**src/rtl/load_extend_unit.sv**
```systemverilog
// Data-memory load unit: issues a word-aligned req/ack read, then extracts and
// zero/sign-extends the addressed byte or halfword lane for register writeback.
module load_extend_unit #(
  parameter int unsigned TIMEOUT = 16
) (
  input  logic        Clk,
  input  logic        Reset,
  input  logic        Start,
  input  logic [2:0]  LoadType,
  input  logic [31:0] Address,
  output logic        MemReq,
  output logic [31:0] MemAddr,
  input  logic        MemAck,
  input  logic [31:0] MemRdata,
  output logic [31:0] Result,
  output logic        Done,
  output logic        Busy,
  output logic        Error
);

  typedef enum logic [1:0] {S_IDLE, S_REQ, S_WAIT, S_DONE} state_t;
  typedef enum logic [2:0] {
    LT_LW  = 3'b000,
    LT_LH  = 3'b001,
    LT_LHU = 3'b010,
    LT_LB  = 3'b011,
    LT_LBU = 3'b100
  } load_t;

  state_t      state_q;
  logic [2:0]  type_q;
  logic [1:0]  off_q;
  logic        bad_q;
  logic [7:0]  timer_q;
  logic        memreq_q;
  logic [31:0] memaddr_q;
  logic [31:0] result_q;
  logic        done_q;
  logic        error_q;

  logic        legal_d;
  logic        timeout_d;
  logic [7:0]  byte_d;
  logic [15:0] half_d;
  logic [31:0] ext_d;

  always_comb begin
    legal_d = 1'b1;
    case (LoadType)
      LT_LW:          legal_d = (Address[1:0] == 2'b00);
      LT_LH, LT_LHU:  legal_d = ~Address[0];
      LT_LB, LT_LBU:  legal_d = 1'b1;
      default:        legal_d = 1'b0;
    endcase
  end

  // Abort on the wait cycle where the incremented timer would reach TIMEOUT-1,
  // so MemReq (REQ cycle plus WAIT cycles) is high for TIMEOUT cycles in total.
  assign timeout_d = ((32'(timer_q) + 32'd2) >= TIMEOUT);

  always_comb begin
    byte_d = '0;
    case (off_q)
      2'd0: byte_d = MemRdata[31:24];
      2'd1: byte_d = MemRdata[23:16];
      2'd2: byte_d = MemRdata[15:8];
      default: byte_d = MemRdata[7:0];
    endcase
    half_d = off_q[1] ? MemRdata[15:0] : MemRdata[31:16];
    ext_d  = '0;
    case (type_q)
      LT_LW:   ext_d = MemRdata;
      LT_LH:   ext_d = {{16{half_d[15]}}, half_d};
      LT_LHU:  ext_d = {16'h0000, half_d};
      LT_LB:   ext_d = {{24{byte_d[7]}}, byte_d};
      LT_LBU:  ext_d = {24'h000000, byte_d};
      default: ext_d = '0;
    endcase
  end

  always_ff @(posedge Clk) begin
    if (Reset) begin
      state_q   <= S_IDLE;
      type_q    <= '0;
      off_q     <= '0;
      bad_q     <= 1'b0;
      timer_q   <= '0;
      memreq_q  <= 1'b0;
      memaddr_q <= '0;
      result_q  <= '0;
      done_q    <= 1'b0;
      error_q   <= 1'b0;
    end else begin
      done_q  <= 1'b0;
      error_q <= 1'b0;
      case (state_q)
        S_IDLE: begin
          if (Start) begin
            type_q  <= LoadType;
            off_q   <= Address[1:0];
            bad_q   <= ~legal_d;
            state_q <= S_REQ;
            if (legal_d) begin
              memreq_q  <= 1'b1;
              memaddr_q <= {Address[31:2], 2'b00};
            end
          end
        end
        // An illegal request spends this cycle with MemReq low, giving the
        // two-cycle error latency without touching memory.
        S_REQ: begin
          timer_q <= '0;
          if (bad_q) begin
            result_q <= '0;
            done_q   <= 1'b1;
            error_q  <= 1'b1;
            state_q  <= S_DONE;
          end else begin
            state_q <= S_WAIT;
          end
        end
        S_WAIT: begin
          if (MemAck) begin
            result_q <= ext_d;
            memreq_q <= 1'b0;
            done_q   <= 1'b1;
            state_q  <= S_DONE;
          end else if (timeout_d) begin
            result_q <= '0;
            memreq_q <= 1'b0;
            done_q   <= 1'b1;
            error_q  <= 1'b1;
            state_q  <= S_DONE;
          end else begin
            timer_q <= timer_q + 8'd1;
          end
        end
        default: state_q <= S_IDLE;
      endcase
    end
  end

  assign MemReq  = memreq_q;
  assign MemAddr = memaddr_q;
  assign Result  = result_q;
  assign Done    = done_q;
  assign Error   = error_q;
  assign Busy    = (state_q != S_IDLE);

endmodule
```
**config.mk**
```make
export PLATFORM = sky130hd
export DESIGN_NAME = load_extend_unit
export DESIGN_NICKNAME = d
export VERILOG_FILES = /design/src/rtl/load_extend_unit.sv
export SDC_FILE = /design/constraint.sdc
export NUM_CORES = 1
export LEC_CHECK = 0
export CORE_MARGIN = 2
export CORE_UTILIZATION = 46
export CTS_CLUSTER_DIAMETER = 60
export DETAILED_ROUTE_END_ITERATION = 10
export PLACE_DENSITY = 0.8
export SKIP_CTS_REPAIR_TIMING = 1
export SLEW_MARGIN = 20
export SYNTH_ARGS = -nofsm -noshare
export SYNTH_HDL_FRONTEND = slang
export SYNTH_SLANG_ARGS = --single-unit
```
**constraint.sdc**
```tcl
create_clock -name Clk -period 2.9 [get_ports Clk]
set_clock_uncertainty 0.1 [all_clocks]
set_input_delay 0.58 -clock Clk [delete_from_list [all_inputs] [get_ports Clk]]
set_output_delay 0.58 -clock Clk [all_outputs]
set_load 0.005 [all_outputs]
```
==> impl_metrics.env, run 1 <==
export IMPL_synth_seq_area_share=0.389
export IMPL_drc=0
export IMPL_setup_viol_count_final=0
export IMPL_grt_met3_usage=0.0358
export IMPL_io_pins=139
export IMPL_ir_worst_vdd_mv=0.333
export IMPL_worstMarginPinSlew_ns=0.686
export IMPL_fin_crit_ns=2.44
export IMPL_clkPwrFrac=0.255
export IMPL_r2r_end="Result[6]$_SDFFE_PP0P_"
export IMPL_routed_wl_um=11600
export IMPL_final_nets=693
export IMPL_met1_usage=0.314
export IMPL_synth_top_cell_by_area="dfxtp_1"
export IMPL_ys_ff_latch=81
export IMPL_r2r_slack_ns=0.46
export IMPL_yosys_most_used_dff="dfxtp_1"
export IMPL_setup_tns_ns=0
export IMPL_synthArstFlopShare=0
export IMPL_hold_path_class="reg2reg"
export IMPL_netlist_cell_type_count=47
export IMPL_initial_core_util=0.476
export IMPL_htreeDepth=3
export IMPL_grt_total_usage=0.233
export IMPL_status="complete, no violations"
export IMPL_seq_power_share=0.387
export IMPL_cp_data_arrival_time_ns=2.62
export IMPL_cts_sinks=81
export IMPL_power_switching_uw=1170
export IMPL_leakagePower_uw=0.00219
export IMPL_r2r_start="type_q[1]$_SDFFE_PP0P_"
export IMPL_drtIter0Drc=283
export IMPL_antenna_found_initial=0
export IMPL_max_freq_mhz=410
export IMPL_power_density_mw_per_mm2=584
export IMPL_timing_final_hold_violations=0
export IMPL_die_y_um=99.2
export IMPL_syn_inst=494
export IMPL_drtAntennaViolNets=0
export IMPL_dr_pass1_iters=4
export IMPL_syn2layout_area_growth_pct=38.9
export IMPL_grt_remaining_overflow=0
export IMPL_syn_avg_cell_area_um2=8.44
export IMPL_vias=4019
export IMPL_r2r_cells=7
export IMPL_grt_max_degree=79
export IMPL_cts_clk_slew_worst_paths_ns=0.09
export IMPL_crit_path_start_kind="flip-flop"
export IMPL_p_int_uw=2220
export IMPL_yosys_cell_count_top_type="nand2_1"
export IMPL_cts_tree="done"
export IMPL_grt_busiest_layer="met2"
export IMPL_drive_gt1_frac=0.0710
export IMPL_min_path_cells=2
export IMPL_crit_fanout=21
export IMPL_grt_pass1_vias=3856
export IMPL_cap_violations=0
export IMPL_port_buffers=136
export IMPL_die_w_um=99.2
export IMPL_crit_type="reg2reg"
export IMPL_min_from="MemAddr[16]$_SDFFE_PP0P_"
export IMPL_whs_endpoint="MemAddr[16]$_SDFFE_PP0P_"
export IMPL_grt_pass1_wl_um=18800
export IMPL_clk_latency_ns=0.34
export IMPL_synthesis_area_mm2=0.00417
export IMPL_fp_row_count=34
export IMPL_p_sw_frac=0.344
export IMPL_die_area_mm2=0.00984
export IMPL_fill_cells=707
export IMPL_synth_top_area_share=0.389
export IMPL_synth_area_leaders="dfxtp_1 (39%), mux2i_1 (9.6%), nand2_1 (7.5%), nand2b_1 (5.7%), a21oi_1 (5.3%)"
export IMPL_n_antenna_cell=0
export IMPL_synth_commonest_cells="nand2_1 (83), dfxtp_1 (81), a21oi_1 (44)"
export IMPL_maxSlewViolCount=0
export IMPL_place_congestion=0.860
export IMPL_grtUsageMet2=0.380
export IMPL_fin_total_pwr_uw=3380
export IMPL_core_area_mm2=0.00876
export IMPL_wire_per_inst_um=15.9
export IMPL_cts_buffers=9
export IMPL_synth_edff_count=0
export IMPL_cts_buffer_depth=2
export IMPL_clockRootBuffer="clkbuf_8"
export IMPL_yosys_warnings=0
export IMPL_grt_setup_unrepaired="no"
export IMPL_critPathCaptureType="flip-flop"
export IMPL_crit_required_ns=3.08
export IMPL_pwr_share_comb=0.358
export IMPL_final_min_period_over_clock_period=0.842
export IMPL_avgViaCountPerCell=5.52
export IMPL_max_slew_margin_rel=0.541
export IMPL_hpwl_um=8470
[state kept, by name, summed over array words and instances (netlist names)]
| register | count |
|---|---|
| Error | 1 |
| type_q | 3 |
| Done | 1 |
| Result | 32 |
| timer_q | 8 |
| bad_q | 1 |
| state_q | 2 |
| MemAddr | 30 |
| MemReq | 1 |
| off_q | 2 |
[routing by layer]
layer,up-vias,share of wire,wire length (um)
met5,-,0,0
met2,159,0.49,5640
met3,24,0.060,688
met1,1881,0.43,4960
met4,0,0.022,257
li1,1955,-,-
[cell type report]
type | instances | area, um^2 | area share
clock inverters | 7 | 82.6 | 0.0143
well taps | 108 | 135 | 0.0233
clock buffers | 9 | 124 | 0.0214
repair buffers | 147 | 1450 | 0.250
multi-input cells | 368 | 2350 | 0.406
flip-flops and latches | 81 | 1620 | 0.280
inverters | 8 | 30.0 | 0.00518
[power groups by stage]
stage / Combinational [uW] / Sequential [uW] / Clock, uW
3_3_place_gp: 1170 / 1320 / 0
3_5_place_dp: 1200 / 1330 / 0
4_1_cts: 1200 / 1310 / 884
2_1_floorplan: 817 / 1280 / 0
5_1_grt: 1320 / 1320 / 932
6_report: 1210 / 1310 / 863
[cells in the final DEF (no fill, tap or decap), types with 3 or more instances in the layout]
cell / n
inv_1: 8
clkbuf_8: 9
a31oi_1: 9
dfxtp_1: 81
nor2_1: 25
nand2b_1: 38
a2bb2oi_1: 15
nor3_1: 5
and2_1: 18
inv_6: 3
ha_1: 7
nand2_1: 83
o21ai_0: 33
clkdlybuf4s50_1: 135
a21oi_1: 44
a32oi_1: 7
mux2i_1: 40
buf_4: 10
mux4_2: 7
nor2b_1: 4
[cell families after synthesis]
kind of cell | synth area share
AO/OA/AOI/OAI | 0.182
multiplexers | 0.139
other | 0.000899
AND/OR/NAND/NOR | 0.218
buffers and inverters | 0.0504
adder cells (fa/ha/maj) | 0.0210
flip-flops | 0.389
[stage by stage]
step / setup WS (ns) / util / std cells / area (um^2) / hold WS [ns]
detailed placement: 0.361 / 0.638 / 712 / 5590 / 0.346
CTS: 0.441 / 0.661 / 728 / 5790 / 0.359
floorplan: 0.905 / - / 495 / 4170 / 0.352
global placement: 0.462 / 0.638 / 712 / 5590 / 0.341
finish: 0.458 / 0.661 / 728 / 5790 / 0.356
global route: 0.328 / 0.661 / 728 / 5790 / 0.377
[worst max-delay path, cell delays in order, from the launching register on]
cell and delay [ns]:
dfxtp_1 0.69, buf_4 0.33, nor2_1 0.08, nor2_1 0.43, buf_4 0.28, a2bb2oi_1 0.17, a32oi_1 0.13, mux2i_1 0.16
[worst max path at each step]
stage	cells past startpoint	from	to
2_1_floorplan	7	timer_q[1]$_SDFFE_PP0P_	timer_q[3]$_SDFFE_PP0P_
3_3_place_gp	7	LoadType[0]	MemReq$_SDFFE_PP0P_
3_5_place_dp	7	LoadType[0]	MemReq$_SDFFE_PP0P_
4_1_cts	4	state_q[0]$_SDFFE_PP0P_	Busy
5_1_grt	7	type_q[1]$_SDFFE_PP0P_	Result[6]$_SDFFE_PP0P_
6_report	7	type_q[1]$_SDFFE_PP0P_	Result[6]$_SDFFE_PP0P_
Power figures use the tool's default switching activity.
==> run 2: changes to the inputs <==
- clock period: 2.9 -> 2.55 ns (I/O delays scaled with it)
==> run 2 against run 1 <==
Compared with the run above: sequential share of layout area is 0.15 points lower; worst setup slack worse by 0.25 ns; cell area is 0.54% higher; combinational power up 16%; routed wire length up 0.99%; core utilization grew 0.36 points; critical path type is now reg2out; highest routed layer unchanged.
==> impl_metrics.env, run 2 (synthesis results as in run 1) <==
export IMPL_status="complete, no violations"
export IMPL_final_area_mm2=0.00583
export IMPL_place_inst=714
export IMPL_clkPwrFrac=0.256
export IMPL_whs_endpoint="MemAddr[15]$_SDFFE_PP0P_"
export IMPL_placedInstanceArea_mm2=0.00562
export IMPL_drc=0
export IMPL_seq_power_share=0.382
export IMPL_routed_wl_um=11700
export IMPL_die_y_um=99.2
export IMPL_dr_pass1_iters=4
export IMPL_grtUsageMet2=0.373
export IMPL_n_antenna_cell=0
export IMPL_cap_violations=0
export IMPL_drtIter0Drc=365
export IMPL_fin_cells=730
export IMPL_r2r_slack_ns=0.32
export IMPL_cpMostUsedCell="inv_1"
export IMPL_setup_tns_ns=0
export IMPL_port_buffers=136
export IMPL_io_pins=139
export IMPL_power_density_mw_per_mm2=663
export IMPL_clk_latency_ns=0.35
export IMPL_final_min_period_over_clock_period=0.918
export IMPL_grt_pass1_vias=3847
export IMPL_timing_final_hold_violations=0
export IMPL_antenna_found_initial=0
export IMPL_holdWs_ns=0.357
export IMPL_syn2layout_area_growth_pct=39.7
export IMPL_grt_busiest_layer="met2"
export IMPL_worstMarginPinSlew_ns=0.819
export IMPL_avgViaCountPerCell=5.43
export IMPL_cts_buffer_depth=2
export IMPL_drtAntennaViolNets=0
export IMPL_fin_crit_ns=2.34
export IMPL_setup_viol_count_final=0
export IMPL_fill_cells=733
export IMPL_max_freq_mhz=427
export IMPL_fp_row_count=34
export IMPL_leakagePower_uw=0.00221
export IMPL_p_int_uw=2560
export IMPL_fin_total_pwr_uw=3860
export IMPL_grt_total_usage=0.236
export IMPL_die_w_um=99.2
export IMPL_hpwl_um=8440
export IMPL_grt_max_degree=79
export IMPL_grt_setup_unrepaired="no"
export IMPL_place_congestion=0.891
export IMPL_vias=3964
export IMPL_crit_type="reg2out"
export IMPL_cp_data_arrival_time_ns=1.73
export IMPL_cts_tree="done"
export IMPL_cpMaxStageDelayCell="clkdlybuf4s50_1"
export IMPL_crit_chain="inv_1 -> ha_1 -> inv_1 -> clkdlybuf4s50_1"
export IMPL_drive_gt1_frac=0.0740
export IMPL_crit_path_start="state_q[0]$_SDFFE_PP0P_"
export IMPL_crit_family="buffers and inverters"
export IMPL_min_path_cells=2
export IMPL_slowest_delay_ns=0.54
export IMPL_grt_pass1_wl_um=18900
export IMPL_final_cell_mix="clkdlybuf4s50_1 (135), nand2_1 (83), dfxtp_1 (81)"
export IMPL_wire_per_inst_um=16.0
export IMPL_crit_required_ns=1.94
export IMPL_p_sw_frac=0.338
export IMPL_power_switching_uw=1300
export IMPL_ir_worst_vdd_mv=0.373
export IMPL_clockRootBuffer="clkbuf_8"
export IMPL_r2r_end="Result[15]$_SDFFE_PP0P_"
export IMPL_final_nets=695
export IMPL_hold_path_class="reg2reg"
export IMPL_crit_buf_inv=3
export IMPL_initial_core_util=0.476
export IMPL_htreeDepth=3
export IMPL_cts_clk_slew_worst_paths_ns=0.08
export IMPL_min_from="MemAddr[15]$_SDFFE_PP0P_"
export IMPL_cts_sinks=81
export IMPL_critPathCaptureType="output port"
export IMPL_grt_remaining_overflow=0
export IMPL_r2r_cells=5
export IMPL_maxSlewViolCount=0
export IMPL_r2r_start="type_q[1]$_SDFFE_PP0P_"
export IMPL_crit_path_start_kind="flip-flop"
export IMPL_met1_usage=0.312
export IMPL_core_area_mm2=0.00876
export IMPL_die_area_mm2=0.00984
export IMPL_pwr_share_comb=0.363
export IMPL_largest_register_ff_count=32
export IMPL_cts_buffers=9
export IMPL_grt_met3_usage=0.0485
export IMPL_final_common_cell="clkdlybuf4s50_1"
export IMPL_max_slew_margin_rel=0.451
export IMPL_crit_fanout=4
## run 2: changes by cell type in the layout (fill, tap and decap cells not counted)
| cell | previous run | this run |
|---|---|---|
| clkbuf_8 | 9 | 10 |
| clkinv_4 | 0 | 1 |
| inv_8 | 1 | 0 |
| buf_12 | 1 | 2 |
| buf_4 | 10 | 11 |
| clkinvlp_4 | 2 | 1 |
## run 2: area by class of cell
class / instances / area (um^2) / share of cell area
clock inverter: 6 / 72.6 / 0.0125
clock buffer: 10 / 138 / 0.0236
multi-input combinational: 368 / 2350 / 0.403
timing repair buffer: 149 / 1480 / 0.254
inverter: 8 / 30.0 / 0.00515
tap: 108 / 135 / 0.0232
sequential: 81 / 1620 / 0.278
## run 2: metrics by stage
stage	utilization	worst slack [ns]
floorplan	-	0.555
global placement	0.641	0.0433
detailed placement	0.641	0.0278
CTS	0.665	0.179
global route	0.665	0.134
finish	0.665	0.209
## run 2: worst reg2reg max path: cells and delay by family (launching register included)
kind / cells / cell delay, ns
multiplexers: 2 / 0.32
AND/OR/NAND/NOR: 2 / 0.82
flip-flops: 1 / 0.68
AO/OA/AOI/OAI: 1 / 0.23
## run 2: how the worst max path moves through the flow
| stage | endpoint | slack, ns | cells after the start |
|---|---|---|---|
| 2_1_floorplan | timer_q[3]$_SDFFE_PP0P_ | 0.56 | 7 |
| 3_3_place_gp | Result[15]$_SDFFE_PP0P_ | 0.04 | 6 |
| 3_5_place_dp | Result[30]$_SDFFE_PP0P_ | 0.03 | 6 |
| 4_1_cts | Busy | 0.18 | 4 |
| 5_1_grt | Busy | 0.13 | 4 |
| 6_report | Busy | 0.21 | 4 |
## run 2: routing by layer
metal / part of all wire / up-vias / wire [um]
li1: - / 1964 / -
met1: 0.43 / 1838 / 5040
met2: 0.48 / 133 / 5580
met3: 0.061 / 29 / 706
met4: 0.029 / 0 / 342
met5: 0 / - / 0
## run 2: power by group through the flow
stage	logic, uW	registers, uW	clock network, uW
after detailed placement	1390	1500	0
final	1400	1470	988
after floorplan	930	1450	0
after CTS	1400	1470	1010
after global routing	1530	1490	1060
after global placement	1370	1490	0
